==> src/rtl/mem_port_arbiter.sv <==
// mem_port_arbiter: serializes instruction-fetch and data accesses onto one
// fixed-latency, single-ported memory. Data wins ties unless fetch has been
// passed over MAX_STREAK times in a row. Each access runs IDLE -> CMD -> WAIT
// -> DONE with one mReq strobe and a one-cycle ready pulse for its owner.
//
// Handshake: iReq/dReq are levels that the requester holds until its ready
// pulse. Ready is a single-cycle pulse in the DONE state. Read data is
// registered and stays put until the next completion of the same kind.
// Dropping a request mid-access does not cancel the access.
module mem_port_arbiter #(
    parameter int LAT        = 2,
    parameter int MAX_STREAK = 4
) (
    input  logic        Clk,
    input  logic        Rst,
    input  logic        iReq,
    input  logic [63:0] iAddr,
    output logic        iReady,
    output logic [63:0] iRData,
    input  logic        dReq,
    input  logic        dWe,
    input  logic [63:0] dAddr,
    input  logic [63:0] dWData,
    output logic        dReady,
    output logic [63:0] dRData,
    output logic        stallIF,
    output logic        stallMEM,
    output logic        mReq,
    output logic        mWe,
    output logic [63:0] mAddr,
    output logic [63:0] mWData,
    input  logic [63:0] mRData,
    output logic [1:0]  dbgState
);

    typedef enum logic [1:0] {
        S_IDLE = 2'd0,
        S_CMD  = 2'd1,
        S_WAIT = 2'd2,
        S_DONE = 2'd3
    } state_t;

    localparam logic [3:0] LAT_C = 4'(LAT);
    localparam logic [3:0] MAX_C = 4'(MAX_STREAK);

    state_t      state_q;
    logic        grant_data_q;
    logic        acc_we_q;
    logic [3:0]  streak_q;
    logic [3:0]  cnt_q;
    logic        mReq_q;
    logic        mWe_q;
    logic [63:0] mAddr_q;
    logic [63:0] mWData_q;
    logic [63:0] iRData_q;
    logic [63:0] dRData_q;
    logic        iReady_q;
    logic        dReady_q;

    logic        grant_data_d;
    logic        grant_fetch_d;
    logic [3:0]  streak_d;

    // Arbitration decision for the IDLE state and the streak update it implies.
    always_comb begin
        grant_data_d  = dReq && (!iReq || (streak_q < MAX_C));
        grant_fetch_d = !grant_data_d && iReq;
        streak_d      = streak_q;
        if (grant_data_d) begin
            if (iReq) begin
                streak_d = (streak_q >= MAX_C) ? MAX_C : streak_q + 4'd1;
            end else begin
                streak_d = 4'd0;
            end
        end else if (grant_fetch_d) begin
            streak_d = 4'd0;
        end
    end

    // Access sequencer with registered memory command and ready/data outputs.
    always_ff @(posedge Clk or posedge Rst) begin
        if (Rst) begin
            state_q      <= S_IDLE;
            grant_data_q <= 1'b0;
            acc_we_q     <= 1'b0;
            streak_q     <= 4'd0;
            cnt_q        <= 4'd0;
            mReq_q       <= 1'b0;
            mWe_q        <= 1'b0;
            mAddr_q      <= 64'd0;
            mWData_q     <= 64'd0;
            iRData_q     <= 64'd0;
            dRData_q     <= 64'd0;
            iReady_q     <= 1'b0;
            dReady_q     <= 1'b0;
        end else begin
            iReady_q <= 1'b0;
            dReady_q <= 1'b0;
            unique case (state_q)
                S_IDLE: begin
                    if (grant_data_d || grant_fetch_d) begin
                        state_q      <= S_CMD;
                        grant_data_q <= grant_data_d;
                        acc_we_q     <= grant_data_d && dWe;
                        streak_q     <= streak_d;
                        mReq_q       <= 1'b1;
                        mWe_q        <= grant_data_d && dWe;
                        mAddr_q      <= grant_data_d ? dAddr : iAddr;
                        mWData_q     <= grant_data_d ? dWData : 64'd0;
                    end
                end
                S_CMD: begin
                    // The strobe and write enable live for exactly this cycle.
                    mReq_q  <= 1'b0;
                    mWe_q   <= 1'b0;
                    cnt_q   <= LAT_C;
                    state_q <= S_WAIT;
                end
                S_WAIT: begin
                    if (cnt_q <= 4'd1) begin
                        if (!grant_data_q) begin
                            iRData_q <= mRData;
                        end else if (!acc_we_q) begin
                            dRData_q <= mRData;
                        end
                        iReady_q <= !grant_data_q;
                        dReady_q <= grant_data_q;
                        state_q  <= S_DONE;
                    end else begin
                        cnt_q <= cnt_q - 4'd1;
                    end
                end
                S_DONE: begin
                    state_q <= S_IDLE;
                end
                default: begin
                    state_q <= S_IDLE;
                end
            endcase
        end
    end

    assign iReady   = iReady_q;
    assign dReady   = dReady_q;
    assign iRData   = iRData_q;
    assign dRData   = dRData_q;
    assign mReq     = mReq_q;
    assign mWe      = mWe_q;
    assign mAddr    = mAddr_q;
    assign mWData   = mWData_q;
    assign stallIF  = iReq & ~iReady_q;
    assign stallMEM = dReq & ~dReady_q;
    assign dbgState = state_q;

endmodule

==> config.mk <==
export PLATFORM = sky130hd
export DESIGN_NAME = mem_port_arbiter
export DESIGN_NICKNAME = d
export VERILOG_FILES = /design/src/rtl/mem_port_arbiter.sv
export SDC_FILE = /design/constraint.sdc
export NUM_CORES = 1
export LEC_CHECK = 0
export CAP_MARGIN = 20
export CORE_AREA = 2 2 203 205
export DETAILED_ROUTE_END_ITERATION = 12
export DIE_AREA = 0 0 205 207
export PLACE_DENSITY_LB_ADDON = 0.05
export SLEW_MARGIN = 0
export SYNTH_ARGS = -nofsm -noshare
export SYNTH_HDL_FRONTEND = slang
export SYNTH_SLANG_ARGS = --single-unit
==> constraint.sdc <==
create_clock -name Clk -period 20.7 [get_ports Clk]
set_clock_uncertainty 0.2 [all_clocks]
set_input_delay 4.14 -clock Clk [delete_from_list [all_inputs] [get_ports Clk]]
set_output_delay 4.14 -clock Clk [all_outputs]
set_load 0.01 [all_outputs]
### After elaboration in Yosys (flattened, before gate mapping)

Index checks and enable logic that the tools add are counted.

| cells by class | value |
|---|---|
| add/subtract/negate cells | 2 |
| multipliers | 0 |
| div/mod/pow operators | 0 |
| magnitude comparators | 3 |
| equality and inequality tests | 6 |
| shift operators | 0 |
| multiplexer cells | 19 |
| bitwise operators | 6 |
| reduce and logical (&&, ||, !) cells | 19 |

Operator list:

| cell | number |
|---|---|
| 64-bit two-way mux | 2 |
| 4-bit two-way mux | 5 |
| 2-bit one-hot mux with 4 select lines | 1 |
| 4-bit one-hot mux with 2 select lines | 1 |
| 2-bit AND reduction | 4 |
| 1-bit two-way mux | 6 |
| 2-bit != test, second input constant | 3 |
| 3-bit AND reduction | 2 |
| 2-bit nonzero test | 3 |
| 4-bit by 1-bit adder with 4-bit output, second input constant | 1 |
| 2-bit == test, second input constant | 2 |
| 4-bit by 3-bit greater-or-equal comparator with 1-bit output, second input constant | 1 |
| 4-bit by 1-bit <= comparator with 1-bit output, second input constant | 1 |
| 4-bit by 3-bit less-than comparator with 1-bit output, second input constant | 1 |
| 2-bit two-way mux | 2 |
| 1-bit NOT | 4 |
| 1-bit one-hot mux with 2 select lines | 2 |
| 4-bit AND reduction | 1 |
| 4-bit by 1-bit subtractor with 4-bit output, second input constant | 1 |
| 1-bit logical AND | 3 |
| 1-bit logical NOT | 3 |
| 1-bit bitwise AND | 2 |
| 2-bit by 1-bit == test with 1-bit output, second input constant | 1 |
| 2-bit logical NOT | 1 |
| 1-bit logical OR | 2 |

| storage, ports and cells | value |
|---|---|
| bits in registers | 272 |
| latch bits | 0 |
| memory bits (writable) | 0 |
| ROM bits | 0 |
| input bits | 261 |
| output and inout bits | 264 |
| logic and storage cells | 68 |
| memories | 0 |

### Logic depth before layout (Yosys ltp)

| logic depth | value |
|---|---|
| depth after elaboration | 8 |
| depth in mapped cells | 8 |
| depth with buffers taken out | 6 |

### Worst setup path after synthesis

No wires, ideal clock.

| timing path | value |
|---|---|
| kind | input-to-output |
| start | in iReq |
| end | out stallIF |
| data arrival time | 4.337 ns |
| data required time | 16.360 ns |
| setup slack | 12.023 ns |
| cell stages on the path | 1 |
| buffers on the path | 0 |
| cells stage by stage | nor2b_1 |

| between the ends | value |
|---|---|
| cells in the longest elaborated chain, start to end | 1 |

RTL lines:

| what | line | source |
|---|---|---|
| start: declaration | 16 | `input logic iReq,` |
| 1-bit bitwise AND | 151 | `assign stallIF = iReq & ~iReady_q;` |
| end: declaration | 26 | `output logic stallIF,` |

No other way between the ends.

### Worst setup path in the final report

Ends and elaborated chain as after synthesis.

==> flow_metrics.env <==
export IMPL_cts_buffer_depth=3
export IMPL_coreArea_sq_um=40400
export IMPL_synth_edf_count=0
export IMPL_antenna_found_initial=6
export IMPL_grt_pass1_vias=9071
export IMPL_status="completed"
export IMPL_r2r_slack_ps=17590
export IMPL_fillerInstances=3874
export IMPL_rsz0062_at_grt="false"
export IMPL_cts_hold_buf=0
export IMPL_min_path_cells=2
export IMPL_critPathArrivalTime_ps=5610
export IMPL_grt_max_degree=156
export IMPL_slew_violations=0
export IMPL_synthFlopType="dfrtp_1"
export IMPL_io_pin_count=525
export IMPL_postCtsSetupBuffers=0
export IMPL_worst_hold_startpoint="acc_we_q$_DFFE_PP0P_"
export IMPL_synth_top_area_share=0.624
export IMPL_ys_async_sr_fraction=1.00
export IMPL_rows=74
export IMPL_cp_end_kind="primary output"
export IMPL_drcViolationCount=0
export IMPL_vias=8588
export IMPL_cp_max_fo=7
export IMPL_post_cts_resized=0
export IMPL_hp_class="reg -> reg"
export IMPL_yosysUniqueCellTypes=29
export IMPL_cts_buffers=35
export IMPL_postLayoutSetupSlackWorst_ps=10750
export IMPL_cp_cell_sequence="clkdlybuf4s50_1 > nor2b_1 > clkdlybuf4s50_1"
export IMPL_synth_warnings=0
export IMPL_pre_cts_slack_ps=10730
export IMPL_synth_area_sq_um=10900
export IMPL_path_delay_family="buffers and inverters"
export IMPL_routabilityCongestion=0.780
export IMPL_synthToLayoutAreaGrowth_pct=62.6
export IMPL_clock_latency_ps=520
export IMPL_htreeDepth=2
export IMPL_die_w_um=205
export IMPL_fin_hold_ws_ps=282
export IMPL_synthTopCellsByArea="dfrtp_1, mux2_4, mux2_2"
export IMPL_holdPathEnd="acc_we_q$_DFFE_PP0P_"
export IMPL_ir_worst_vdd_mv=0.0665
export IMPL_power_uw=2770
export IMPL_fmax_mhz=101
export IMPL_die_h_um=207
export IMPL_finalCritPeriodShare=0.481
export IMPL_p_leak_uw=0.00770
export IMPL_drive_above_1_share=0.145
export IMPL_r2r_cells=6
export IMPL_r2r_end="iRData[13]$_DFFE_PP0P_"
export IMPL_detail_route_wl_per_cell_um=20.3
export IMPL_max_slew_worst_pin_slew_ps=1070
export IMPL_drt_initial_drc_count=409
export IMPL_cpPeakStageDelay_ps=680
export IMPL_start_util=0.270
export IMPL_dieArea_sq_um=42400
export IMPL_grt_pass1_wl_um=57600
export IMPL_viasPerCell=4.48
export IMPL_yosys_top_cells_count="dfrtp_1, a21oi_1, nand2_1, nor2_1, mux2_2"
export IMPL_routed_wl_um=38900
export IMPL_io_buffer_count=524
export IMPL_grt_overflow_total=0
export IMPL_synthCells=842
export IMPL_required_ps=16360
export IMPL_synth_nets=1110
export IMPL_yosysSeqAreaShare=0.624
export IMPL_max_cap_violations=0
export IMPL_fin_tns_setup_ps=0
export IMPL_cp_slowest_cell="clkdlybuf4s50_1"
export IMPL_post_synth_top_count_cell="dfrtp_1"
export IMPL_finalHoldViolations=0
export IMPL_grt_usage=0.180
export IMPL_path_buf_inv=2
export IMPL_clkTransAtPathRegs_ps=50
export IMPL_slew_headroom=0.286
export IMPL_setup_violations_final=0
export IMPL_final_nets=1623
export IMPL_worst_setup_path_start_kind="input pin"
export IMPL_first_pass_iters=4
export IMPL_ant_nets=0
export IMPL_cpMostUsedCell="clkdlybuf4s50_1"
export IMPL_timing_rr_start="dbgState[0]$_DFFE_PP0P_"
export IMPL_cts_root_buf="clkbuf_16"
export IMPL_cts_tree="yes"
export IMPL_synth_top_area_cell="dfrtp_1"
export IMPL_hpwl_um=26900
export IMPL_avgSynthCellArea_sq_um=12.9
export IMPL_power_density_nw_per_um2=156
export IMPL_fin_crit_ps=9950
export IMPL_path_class="in -> out"
export IMPL_cts_sinks=272
export IMPL_ys_ff_latch=272
==> sequential cells by signal, summed over array words and instances, names as in the netlist <==
name and flops:
dRData 64, iRData 64, mAddr 64, mWData 64
cnt_q 4, streak_q 4, dbgState 2, acc_we_q 1
dReady 1, grant_data_q 1, iReady 1, mReq 1
mWe 1
==> cell type report <==
type	count	area [sq um]	share of cell area
tap	532	666	0.0376
antenna	4	10.0	0.000565
sequential	272	6810	0.384
inverter	9	41.3	0.00233
clock buffer	52	1050	0.0594
clock inverter	9	70.1	0.00395
timing repair buffer	533	5330	0.300
multi-input combinational	504	3750	0.212
==> tightest hold or removal path, cell delays in order, from the launching register on <==
cell,delay [ps]
dfrtp_1,340
nand2_1,50
o21ai_0,60
==> worst max path at each step <==
| stage | end | slack [ps] | cells after the start | from |
|---|---|---|---|---|
| 5_1_grt | stallIF | 10670 | 3 | iReq |
| 4_1_cts | stallIF | 10730 | 3 | iReq |
| 3_3_place_gp | stallIF | 10730 | 3 | iReq |
| 2_1_floorplan | acc_we_q$_DFFE_PP0P_ | 8860 | 1 | Rst |
| 3_5_place_dp | stallIF | 10730 | 3 | iReq |
| 6_report | stallIF | 10750 | 3 | iReq |
==> cell families after synthesis <==
logic type	Yosys count	synth area share
DFF	272	0.624
AOI/OAI and AO/OA	209	0.121
and+or+nand+nor	158	0.0582
muxes	130	0.155
buffers and inverters	66	0.0340
adders and majority gates	7	0.00803
==> metal layers <==
metal  global-route usage  part of all wire  routed length (um)
met5                    0            0.0011                  42
met1                0.213              0.40               15400
met4               0.0600             0.022                 859
met3               0.0817              0.11                4270
met2                0.288              0.47               18300
==> placed cells by master, fill, tap and decap left out, types with 2 or more instances in the layout <==
cell type        netlist  routed
clkdlybuf4s50_1        0     524
dfrtp_1              272     272
a21oi_1              128     128
nand2_1               75      74
nor2_1                71      69
mux2_2                69      69
a22o_1                66      66
mux2_4                60      60
clkbuf_16              0      37
inv_1                  9       8
clkbuf_1              33       8
clkinv_2               0       8
buf_4                  0       8
o21ai_0                7       7
ha_1                   7       7
clkbuf_8               0       7
diode_2                0       4
nor2_4                 0       2
nor2b_1                2       2
o31ai_1                2       2
a32o_1                 2       2
nand3_1                2       2
==> per-stage QoR <==
step                      area (sq um)   util  cells
after floorplan                  10900      -    842
after global placement           16600  0.411   1850
after detailed placement         16600  0.411   1850
after CTS                        17700  0.439   1911
after global routing             17700  0.439   1914
final                            17700  0.439   1915
==> where the power goes <==
group / internal, uW / total [uW] / switching, uW
Clock: 363 / 597 / 234
Sequential: 788 / 925 / 136
Combinational: 726 / 1240 / 518
Total: 1880 / 2770 / 889
(Power assumes the default switching activity.)
